**src/rtl/vga_bounce_renderer.sv**
```systemverilog
// vga_bounce_renderer
// Pixel stage that sits behind the VGA timing controller. It draws a solid
// square over a dim grey background. The square moves once per frame,
// bounces off the screen edges and steps through a six-colour palette on
// every bounce.
// Colour and sync outputs are registered together, so they stay aligned
// with exactly one clock of latency.
// Box state only changes on the rising edge of v_sync_in, so a single frame
// is never drawn with two box positions.
module vga_bounce_renderer #(
    parameter int DISP_W   = 640,
    parameter int DISP_H   = 480,
    parameter int BOX_SIZE = 32,
    parameter int SPEED    = 2
) (
    input  logic       clk,
    input  logic       rst_n,
    input  logic [9:0] x,
    input  logic [9:0] y,
    input  logic       h_sync_in,
    input  logic       v_sync_in,
    input  logic       frame_active,
    input  logic       pause,
    output logic [1:0] r,
    output logic [1:0] g,
    output logic [1:0] b,
    output logic       h_sync,
    output logic       v_sync,
    output logic [7:0] bounce_count
);

    // All position arithmetic is 11 bits wide so that bx+SPEED cannot wrap.
    localparam logic [10:0] X_MAX   = 11'(DISP_W - BOX_SIZE);
    localparam logic [10:0] Y_MAX   = 11'(DISP_H - BOX_SIZE);
    localparam logic [10:0] SPEED_W = 11'(SPEED);
    localparam logic [10:0] BOX_W   = 11'(BOX_SIZE);
    localparam logic [9:0]  X_MAX_P = 10'(DISP_W - BOX_SIZE);
    localparam logic [9:0]  Y_MAX_P = 10'(DISP_H - BOX_SIZE);

    // Box state. For dir_*, 0 means moving toward larger coordinates.
    logic [9:0] bx_q, bx_d;
    logic [9:0] by_q, by_d;
    logic       dir_x_q, dir_x_d;
    logic       dir_y_q, dir_y_d;
    logic [2:0] pal_idx_q, pal_idx_d;
    logic [7:0] bounce_count_q, bounce_count_d;
    logic       vs_prev_q, vs_prev_d;

    // Registered outputs
    logic [1:0] r_q, r_d;
    logic [1:0] g_q, g_d;
    logic [1:0] b_q, b_d;
    logic       h_sync_q, h_sync_d;
    logic       v_sync_q, v_sync_d;

    logic        tick;
    logic [10:0] bx_ext, by_ext, x_ext, y_ext;
    logic [10:0] bx_inc, bx_dec, by_inc, by_dec;
    logic [10:0] bx_end, by_end;
    logic        flip_x, flip_y;
    logic        in_box;
    logic [5:0]  pal_rgb;

    assign tick   = v_sync_in & ~vs_prev_q;
    assign bx_ext = {1'b0, bx_q};
    assign by_ext = {1'b0, by_q};
    assign x_ext  = {1'b0, x};
    assign y_ext  = {1'b0, y};
    assign bx_inc = bx_ext + SPEED_W;
    assign bx_dec = bx_ext - SPEED_W;
    assign by_inc = by_ext + SPEED_W;
    assign by_dec = by_ext - SPEED_W;
    assign bx_end = bx_ext + BOX_W;
    assign by_end = by_ext + BOX_W;

    // Move the box once per unpaused frame tick, clamp at the edges and
    // count a bounce when either axis reverses. A corner hit counts once.
    always_comb begin
        bx_d           = bx_q;
        by_d           = by_q;
        dir_x_d        = dir_x_q;
        dir_y_d        = dir_y_q;
        pal_idx_d      = pal_idx_q;
        bounce_count_d = bounce_count_q;
        vs_prev_d      = v_sync_in;
        flip_x         = 1'b0;
        flip_y         = 1'b0;
        if (tick && !pause) begin
            if (!dir_x_q) begin
                if (bx_inc >= X_MAX) begin
                    bx_d    = X_MAX_P;
                    dir_x_d = 1'b1;
                    flip_x  = 1'b1;
                end else begin
                    bx_d = bx_inc[9:0];
                end
            end else begin
                if (bx_ext <= SPEED_W) begin
                    bx_d    = 10'd0;
                    dir_x_d = 1'b0;
                    flip_x  = 1'b1;
                end else begin
                    bx_d = bx_dec[9:0];
                end
            end
            if (!dir_y_q) begin
                if (by_inc >= Y_MAX) begin
                    by_d    = Y_MAX_P;
                    dir_y_d = 1'b1;
                    flip_y  = 1'b1;
                end else begin
                    by_d = by_inc[9:0];
                end
            end else begin
                if (by_ext <= SPEED_W) begin
                    by_d    = 10'd0;
                    dir_y_d = 1'b0;
                    flip_y  = 1'b1;
                end else begin
                    by_d = by_dec[9:0];
                end
            end
            if (flip_x || flip_y) begin
                pal_idx_d      = (pal_idx_q == 3'd5) ? 3'd0 : pal_idx_q + 3'd1;
                bounce_count_d = bounce_count_q + 8'd1;
            end
        end
    end

    // Palette lookup, packed as {r, g, b}.
    always_comb begin
        pal_rgb = 6'b00_00_00;
        case (pal_idx_q)
            3'd0:    pal_rgb = 6'b11_00_00;
            3'd1:    pal_rgb = 6'b11_11_00;
            3'd2:    pal_rgb = 6'b00_11_00;
            3'd3:    pal_rgb = 6'b00_11_11;
            3'd4:    pal_rgb = 6'b00_00_11;
            3'd5:    pal_rgb = 6'b11_00_11;
            default: pal_rgb = 6'b00_00_00;
        endcase
    end

    // Pick blanking, box colour or background, and delay the syncs by one
    // clock to match.
    always_comb begin
        in_box   = (x_ext >= bx_ext) && (x_ext < bx_end) &&
                   (y_ext >= by_ext) && (y_ext < by_end);
        h_sync_d = h_sync_in;
        v_sync_d = v_sync_in;
        r_d      = 2'd1;
        g_d      = 2'd1;
        b_d      = 2'd1;
        if (!frame_active) begin
            r_d = 2'd0;
            g_d = 2'd0;
            b_d = 2'd0;
        end else if (in_box) begin
            r_d = pal_rgb[5:4];
            g_d = pal_rgb[3:2];
            b_d = pal_rgb[1:0];
        end
    end

    // State and output registers with synchronous active-low reset.
    always_ff @(posedge clk) begin
        if (!rst_n) begin
            bx_q           <= 10'd0;
            by_q           <= 10'd0;
            dir_x_q        <= 1'b0;
            dir_y_q        <= 1'b0;
            pal_idx_q      <= 3'd0;
            bounce_count_q <= 8'd0;
            vs_prev_q      <= 1'b0;
            r_q            <= 2'd0;
            g_q            <= 2'd0;
            b_q            <= 2'd0;
            h_sync_q       <= 1'b0;
            v_sync_q       <= 1'b0;
        end else begin
            bx_q           <= bx_d;
            by_q           <= by_d;
            dir_x_q        <= dir_x_d;
            dir_y_q        <= dir_y_d;
            pal_idx_q      <= pal_idx_d;
            bounce_count_q <= bounce_count_d;
            vs_prev_q      <= vs_prev_d;
            r_q            <= r_d;
            g_q            <= g_d;
            b_q            <= b_d;
            h_sync_q       <= h_sync_d;
            v_sync_q       <= v_sync_d;
        end
    end

    assign r            = r_q;
    assign g            = g_q;
    assign b            = b_q;
    assign h_sync       = h_sync_q;
    assign v_sync       = v_sync_q;
    assign bounce_count = bounce_count_q;

endmodule

```
**config.mk**
```make
export PLATFORM = sky130hd
export DESIGN_NAME = vga_bounce_renderer
export DESIGN_NICKNAME = d
export VERILOG_FILES = /design/src/rtl/vga_bounce_renderer.sv
export SDC_FILE = /design/constraint.sdc
export NUM_CORES = 1
export LEC_CHECK = 0
export BUFFER_PORTS_ARGS = -buffer_cell sky130_fd_sc_hd__buf_2
export CORE_MARGIN = 5
export CORE_UTILIZATION = 50
export CTS_CLUSTER_DIAMETER = 200
export DETAILED_ROUTE_END_ITERATION = 8
export GPL_TIMING_DRIVEN = 0
export PLACE_DENSITY = 0.78
export SLEW_MARGIN = 40
export SYNTH_ARGS = -nofsm -noshare
export SYNTH_HDL_FRONTEND = slang
export SYNTH_SLANG_ARGS = --single-unit
```
**constraint.sdc**
```tcl
create_clock -name clk -period 6.9 [get_ports clk]
set_input_delay 1.38 -clock clk [delete_from_list [all_inputs] [get_ports clk]]
set_output_delay 1.38 -clock clk [all_outputs]
set_load 0.02 [all_outputs]
```
# ---- Word-level counts from Yosys, hierarchy flattened
# Cells that the tools add are included.
dict set report totals {
  register_bits 41
  input_bits 26
  out_inout_bits 16
  elab_cells 70
}
dict set report op_classes {
  addsub 8
  order_cmp 8
  eq_ne 5
  mux 23
  bitwise_logic 2
  reduce_logical 10
}
# cell n
set ops {}
lappend ops {{10-bit two-way mux} 6}
lappend ops {{6-bit case mux with 6 select lines} 1}
lappend ops {{10-bit by 2-bit adder with 11-bit output (second input constant)} 2}
lappend ops {{10-bit by 6-bit adder with 11-bit output (second input constant)} 2}
lappend ops {{10-bit by 11-bit less-than comparator with 1-bit output} 2}
lappend ops {{10-bit greater-or-equal comparator} 2}
lappend ops {{10-bit by 2-bit <= comparator with 1-bit output (second input constant)} 2}
lappend ops {{10-bit by 2-bit subtractor with 10-bit output (second input constant)} 2}
lappend ops {{1-bit two-way mux} 15}
lappend ops {{11-bit by 10-bit greater-or-equal comparator with 1-bit output (second input constant)} 1}
lappend ops {{11-bit by 9-bit greater-or-equal comparator with 1-bit output (second input constant)} 1}
lappend ops {{8-bit by 1-bit adder with 8-bit output (second input constant)} 1}
lappend ops {{3-bit by 2-bit == test with 1-bit output (second input constant)} 2}
lappend ops {{3-bit == test (second input constant)} 2}
lappend ops {{1-bit logical AND} 4}
lappend ops {{2-bit AND reduction} 2}
lappend ops {{3-bit by 1-bit adder with 3-bit output (second input constant)} 1}
lappend ops {{3-bit by 1-bit == test with 1-bit output (second input constant)} 1}
lappend ops {{3-bit logical NOT} 1}
lappend ops {{3-bit two-way mux} 1}
lappend ops {{3-bit AND reduction} 1}
lappend ops {{1-bit AND} 1}
lappend ops {{1-bit logical NOT} 1}
lappend ops {{1-bit logical OR} 1}
lappend ops {{1-bit NOT} 1}

# ---- Depth between registers and ports, before layout
# Gate-level depths: netlist of the first run.
dict set report depth {
  depth_word 7
  mapped_depth 12
  ltp_nobuf 11
}

# ---- Least setup slack after synthesis of the first run
# Ideal clock, no wire load.
dict set report synth_timing {
  kind {in2reg}
  startpoint {input x[2]}
  endpoint {register b_q[1], in the netlist b[1]}
  setup_ps 65
  t_arrival_ps 3241
  required_ps 6835
  path_slack_ps 3593
  cell_stages 8
  path_buffers 0
  path_cell_list {ha_1 o21ai_0 a2111oi_0 o211ai_1 a221o_1 nor4b_1 nand3_1 nor2_1}
}
dict set report synth_via {
  elab_chain_len 5
  word_cells_on_any_way 6
  classes_between {order compare: 2; reduce/logical: 4}
}
# item line_no
set synth_lines {}
lappend synth_lines {{from (decl)} 18} ;# input logic [9:0] x,
lappend synth_lines {{10-bit by 11-bit less-than comparator with 1-bit output / 10-bit greater-or-equal comparator (equally long branches)} 147} ;# in_box = (x_ext >= bx_ext) && (x_ext < bx_end) &&
lappend synth_lines {{1-bit logical AND (*) (2 in a row)} 147}
lappend synth_lines {{1-bit logical AND (*)} 148} ;# (y_ext >= by_ext) && (y_ext < by_end);
lappend synth_lines {{3-bit AND reduction (no line) (*)} -}
lappend synth_lines {{to (signal assigned)} 177} ;# b_q <= 2'd0;
lappend synth_lines {{to (signal assigned)} 190} ;# b_q <= b_d;
lappend synth_lines {{to (decl)} 52} ;# logic [1:0] b_q, b_d;
# Mark *: on every way between the ends. The rest lies on a longest branch, timed or not.
# A chain may end at the register's enable or synchronous reset.

# ---- Worst setup path in the final report of the first run
# Same ends and word-level chain as after synthesis.

==> results of run 1 <==
## cell type report
class / instances / area (µm²)
plain buffers: 25 / 108.9
clock buffers: 6 / 72.57
clock inverters: 2 / 60.06
fillers: 593 / 2674
inverters: 28 / 105.1
multi-input cells: 314 / 2226
flip-flops and latches: 39 / 780.7
well taps: 77 / 96.34
repair buffers: 38 / 190.2
## sequential cells by signal, indices dropped and copies added (netlist names)
register / count
dir_y_q: 1
by_q: 9
b: 2
v_sync: 1
h_sync: 1
pal_idx_q: 3
dir_x_q: 1
r: 2
bounce_count: 8
g: 2
bx_q: 9
## stage by stage
step           setup slack (ps)  power [mW]  hold slack (ps)  cell area (µm²)
2_1_floorplan              3593      0.3091            477.1             3214
3_3_place_gp               2841      0.3355            448.3             3501
3_5_place_dp               3099      0.3391            473.3             3507
4_1_cts                    3394      0.5657            480.3             3640
5_1_grt                    3261      0.5889            499.1             3640
6_report                   3339      0.5631            480.7             3640
## cell families (layout without fill, tap and decap cells)
logic type               after synthesis  in the layout  share of synthesized area [%]
AND/OR/NAND/NOR                      134            134                          22.30
AO/OA/AOI/OAI                        123            123                          26.35
buffers and inverters                 53             99                          6.656
adder cells (fa/ha/maj)               40             40                          15.57
flip-flops                            39             39                          24.29
XOR/XNOR                              12             12                          3.270
multiplexers                           5              5                          1.557
## tightest hold or removal path, cell delays in order, from the launching register on
cell and delay [ps]:
dfxtp_1 330, nand2_1 60, mux2i_1 50
## placed cells by master, fill, tap and decap left out, drive strengths merged, types with 5 or more instances in the layout
cell,synthesis,routed
nand2b,7,7
o22ai,6,6
nand4,7,7
dfxtp,39,39
o21ai,27,27
xnor2,11,11
buf,2,40
ha,40,40
nand2,21,21
a21oi,38,38
mux2i,5,5
inv,28,28
or3,5,5
nand3,20,20
nor3,20,20
nor4,5,5
a2111oi,7,7
and3,5,5
and2,7,7
a221oi,7,7
clkbuf,23,29
nor2,24,24
a211oi,8,8
or4,6,6
## routing by layer
layer	vias to the layer above	GRT usage (%)	part of all wire, %
met4	0	7.444	2.1
met2	116	32.80	47
met5	-	0	0
met3	17	3.756	6.2
li1	1613	-	-
met1	1488	25.80	45
## power breakdown
part	switching [mW]	internal (mW)	leakage, nW	total, mW
combinational	0.0597	0.0417	0.989	0.101
sequential	0.00399	0.230	0.317	0.234
clock	0.0834	0.145	0.0654	0.228
## final timing paths
check / to / from / cells after the start
setup / recovery: b[1]$_SDFF_PN0_ / x[2] / 9
hold / removal: bounce_count[7]$_SDFFE_PN0P_ / bounce_count[7]$_SDFFE_PN0P_ / 2
setup reg to reg: b[1]$_SDFF_PN0_ / bx_q[5]$_SDFFE_PN0P_ / 10
hold reg to reg: bounce_count[7]$_SDFFE_PN0P_ / bounce_count[7]$_SDFFE_PN0P_ / 2
## cells in the mapped netlist, drive strengths merged (2+ instances only)
master / instances
inv: 28
o22ai: 6
o211ai: 3
a221o: 2
o2bb2ai: 2
o21ai: 27
nand3: 20
nand2: 21
o21a: 2
nand4: 7
and3: 5
xnor2: 11
or3: 5
a211oi: 8
dfxtp: 39
o31ai: 3
or4: 6
a21o: 2
o221ai: 2
a221oi: 7
and4: 2
a31oi: 3
clkbuf: 23
ha: 40
nor3: 20
a311oi: 2
o221a: 3
nand2b: 7
nor4: 5
and2: 7
a2111oi: 7
a21oi: 38
mux2i: 5
buf: 2
nor2: 24
nor2b: 2
a32o: 2
==> results by group, run 1 <==
Routing
  • Total Routed Length: 8340 µm
  • Avg WL per Cell: 15.77 µm
  • DR vias/cell: 6.113
  • DRC viols: 0
  • Via count: 3,234
  • DRT Pass-1 Iters: 5
  • ANT nets after route: 0
  • Iteration-0 DRC Markers: 179

Layout
  • # nets final: 517
  • Cell Count, Final, Fillers Out: 529
  • Share of layout cells above drive strength 1: 13.94%
  • Post-Route Utilization: 57.65%
  • Area growth from synthesis to layout: 13.23%
  • # diodes: 0

Clocking
  • Post-CTS Setup Inserts: 0
  • Hold Buf Count CTS: 0
  • Reg clk slew, reported paths: 80 ps
  • CTS tree: built
  • CTS sink cnt: 39
  • CTS max path bufs: 2
  • Inserted Clock Buffers: 5
  • Post-CTS resize count: 0
  • H-tree levels: 2
  • Clk_lat worst skew: 300 ps
  • Root Buffer: clkbuf_8

Synth
  • FF+latch count, synth: 39
  • Synth area leader: dfxtp_1
  • Synth cell types: 54
  • Register area share after synthesis: 24.29%
  • Top cell type's share of synthesized area: 24.29%
  • Async SR Flop Fraction: 0%
  • Ys Warns: 0
  • Synthesized net count: 472
  • Avg Synthesized Cell Area: 7.917 µm²
  • Synthesized area: 3214 µm²
  • Number of synthesized flops with an enable pin: 0
  • Synthesized netlist cell count: 406
  • Main flop type after synthesis: dfxtp_1
  • Most area-consuming cells after synthesis: dfxtp_1 (24%), ha_1 (16%), a21oi_1 (5.9%)

Place
  • Gpl congestion: 0.9210
  • I/O Buffers: 38
  • Inst Count DP: 521
  • DPL Wire Length: 6284 µm

STA
  • Endpoints failing hold: 0
  • Max Transition Viols Final: 0
  • Max-slew headroom: 60.06%
  • Tightest Pin Transition: 584.0 ps
  • Setup Skew: 9.007 ps
  • Post-route clock period utilization: 51.61%
  • Min Tclk post-route: 3561 ps
  • Final Setup Violations: 0
  • RSZ-0062 raised after global routing: no
  • Max Fclk: 280.8 MHz
  • Setup_tns: 0 ps

Global routing
  • Global-route wire length before repair: 13,810 µm
  • Largest net degree at the start of global routing: 13
  • Initial antenna violation count: 0
  • GRT overflow: 0
  • Vias in the first global route: 3,014
  • Total track usage: 19.94%

Worst setup path
  • Worst R2R Setup Slack: 3730 ps
  • Worst path cell trace: buf_2, ha_1, o21ai_0, a2111oi_0, o211ai_1, a221o_1, nor4b_2, nand3_1, nor2_1
  • Critical Path AT: 3800 ps
  • Worst Path Required: 7140 ps
  • CP top delay family: compound AO/OA/AOI/OAI gates
  • Nature of the critical path endpoint: register
  • Slowest cell on the critical path: a2111oi_0
  • Nature of the critical path startpoint: primary input
  • Max incr delay on CP: 560 ps
  • Setup CP Type: in2reg
  • Buf/Inv on CP: 1
  • Worst Path Max Fanout: 4

Floorplan
  • Die Span X: 90.18 µm
  • # IOs: 42
  • Initial core utilization: 50.91%
  • Row count: 29
  • Die Y: 90.18 µm
  • Placeable Area: 6314 µm²
  • Die area: 8132 µm²

Pwr
  • Leakage: 1.371 nW
  • Worst vdd ir: 115.0 µV
  • P per Cell Area: 154.7 nW/µm²

Min path
  • Hold Path Class: reg2reg

Flow run
  • Max-Cap Viols: 0

Outcome
  • Status: completed
Note: power is estimated with default switching activity, not from simulation.
==> run 2: changes to the inputs <==
- PLACE_DENSITY: 0.78 -> 0.8
- clock period: 6.9 -> 3.25 ns (I/O delays scaled with it)
==> run 2 against run 1 <==
Against the previous run: die area is the same; non-clock buffer count is the same; wire length grew 4.5%; cell area shrank 0.28%; core utilization shrank 0.16 points; via count grew 2.7%; count of clock-buffer cells in the layout shrank 1.
==> results by group, run 2 (synthesis gave the netlist of run 1 again) <==
Routing
  • Via count: 3,321 (+2.7%)
  • Avg WL per Cell: 16.48 µm (+4.5%)
  • DRT Pass-1 Iters: 6 (+1)
  • DR vias/cell: 6.278 (+2.7%)
  • ANT nets after route: 0 (unchanged)
  • Iteration-0 DRC Markers: 246 (+37%)
  • Total Routed Length: 8718 µm (+4.5%)
  • DRC viols: 0 (unchanged)

Clocking
  • Post-CTS resize count: 0 (unchanged)
  • Post-CTS Setup Inserts: 0 (unchanged)
  • H-tree levels: 2 (unchanged)
  • Reg clk slew, reported paths: 90 ps (about the same)
  • Inserted Clock Buffers: 5 (unchanged)
  • Clk_lat worst skew: 300 ps (about the same)
  • Root Buffer: clkbuf_8
  • Hold Buf Count CTS: 0 (unchanged)
  • CTS max path bufs: 2 (unchanged)
  • CTS sink cnt: 39 (unchanged)
  • CTS tree: built

Global routing
  • Initial antenna violation count: 0 (unchanged)
  • Vias in the first global route: 3,181 (+5.5%)
  • Total track usage: 20.80% (+0.86 points)
  • Global-route wire length before repair: 14,500 µm (+5.0%)
  • Largest net degree at the start of global routing: 14 (+1)
  • GRT overflow: 0 (unchanged)

Place
  • Area after DPL: 3507 µm² (unchanged)
  • DP Worst Slack: 154.3 ps (-2945 ps)
  • I/O Buffers: 38 (unchanged)
  • DPL Wire Length: 6459 µm (+2.8%)
  • Gpl congestion: 0.9093 (-1.3%)

Layout
  • Post-Route Utilization: 57.49% (-0.16 points)
  • Final Cell Area: 3630 µm² (-0.28%)
  • Area growth from synthesis to layout: 12.92%
  • Most common cell after layout, fill and taps aside: ha_1
  • # nets final: 517 (unchanged)
  • # diodes: 0 (unchanged)
  • Most frequent cells in the layout: ha_1 (40), dfxtp_1 (39), a21oi_1 (38), buf_2 (38), inv_1 (27)
  • Share of layout cells above drive strength 1: 14.16% (+0.22 points)
  • Fillers: 590 (-0.51%)

Min path
  • Hold Path Class: reg2reg

STA
  • Tightest Pin Transition: 620.1 ps (+36.08 ps)
  • Final WS setup: 337.4 ps (-3002 ps)
  • Setup_tns: 0 ps (unchanged)
  • Endpoints failing hold: 0 (unchanged)
  • Max Fclk: 343.3 MHz
  • Final Setup Violations: 0 (unchanged)
  • Setup Skew: 6.983 ps (-2.025 ps)
  • Max Transition Viols Final: 0 (unchanged)
  • Min Tclk post-route: 2913 ps
  • Post-route clock period utilization: 89.62%
  • Max-slew headroom: 58.66% (-1.4 points)

Worst setup path
  • Nature of the critical path endpoint: register
  • Critical Path AT: 3150 ps (-650 ps)
  • Reg-to-Reg Start: bx_q[5]$_SDFFE_PN0P_
  • Worst R2R End: g[1]$_SDFF_PN0_
  • Worst Path Required: 3490 ps (-3650 ps)
  • CP endpoint: g[1]$_SDFF_PN0_
  • Nature of the critical path startpoint: register
  • Worst R2R Setup Slack: 340 ps (-3390 ps)
  • Worst reg-to-reg path cell count: 10 (unchanged)
  • Setup CP Type: reg2reg
  • Worst Path Max Fanout: 10 (+6)
  • Critical path launch point: bx_q[5]$_SDFFE_PN0P_

Floorplan
  • Die Span X: 90.18 µm (unchanged)
  • Row count: 29 (unchanged)
  • # IOs: 42 (unchanged)
  • Die Y: 90.18 µm (unchanged)
  • Die area: 8132 µm² (unchanged)
  • Placeable Area: 6314 µm² (unchanged)
  • Initial core utilization: 50.91% (unchanged)

Pwr
  • Pwr Total: 1.135 mW (+100%)
  • P per Cell Area: 312.6 nW/µm² (+100%)
  • Worst vdd ir: 227.6 µV (+98%)
  • Leakage: 1.370 nW (about the same)

Outcome
  • Status: completed

Flow run
  • Max-Cap Viols: 0 (unchanged)
## run 2: per-layer routing
metal | wire length [µm] | GRT usage (%) | up-vias
met3 | 649 | 4.257 | 33
met1 | 3596 | 25.44 | 1528
met2 | 4181 | 34.76 | 148
met5 | 0 | 0 | -
met4 | 291 | 9.801 | 0
li1 | - | - | 1612
## run 2: worst min path at each step
| stage | startpoint | endpoint | slack (ps) | cells past startpoint |
|---|---|---|---|---|
| 2_1_floorplan | pal_idx_q[2]$_SDFFE_PN0P_ | pal_idx_q[2]$_SDFFE_PN0P_ | 480 | 2 |
| 3_3_place_gp | bounce_count[7]$_SDFFE_PN0P_ | bounce_count[7]$_SDFFE_PN0P_ | 450 | 2 |
| 3_5_place_dp | bounce_count[7]$_SDFFE_PN0P_ | bounce_count[7]$_SDFFE_PN0P_ | 460 | 2 |
| 4_1_cts | bounce_count[7]$_SDFFE_PN0P_ | bounce_count[7]$_SDFFE_PN0P_ | 470 | 2 |
| 5_1_grt | bounce_count[7]$_SDFFE_PN0P_ | bounce_count[7]$_SDFFE_PN0P_ | 500 | 2 |
| 6_report | bounce_count[7]$_SDFFE_PN0P_ | bounce_count[7]$_SDFFE_PN0P_ | 470 | 2 |
## run 2: layout make-up
class | count | area [µm²] | share of cell area [%]
sequential | 39 | 780.7 | 21.51
clock buffer | 5 | 68.82 | 1.896
clock inverter | 3 | 43.79 | 1.206
inverter | 28 | 105.1 | 2.896
buffer | 25 | 108.9 | 2.999
tap | 77 | 96.34 | 2.654
multi-input combinational | 314 | 2236 | 61.60
timing repair buffer | 38 | 190.2 | 5.240
## run 2: stage by stage
stage,cells,hold slack (ps)
6_report,529,469.6
5_1_grt,529,504.6
4_1_cts,529,474.9
3_5_place_dp,521,463.3
3_3_place_gp,521,447.9
2_1_floorplan,406,477.1
## run 2: worst max-delay path, stage by stage, from the launching register on
cell,delay [ps]
dfxtp_1,360
clkbuf_1,320
inv_1,190
ha_1,340
inv_1,40
a2111oi_1,320
o211ai_1,180
a221o_1,410
nor4b_4,360
nand3_1,190
nor2_1,130
## run 2: power by group
part	switching [mW]	internal [mW]	leakage, nW
Combinational	0.132	0.0901	0.996
Sequential	0.00863	0.488	0.317
Clock	0.188	0.229	0.0581
Total	0.328	0.807	1.37
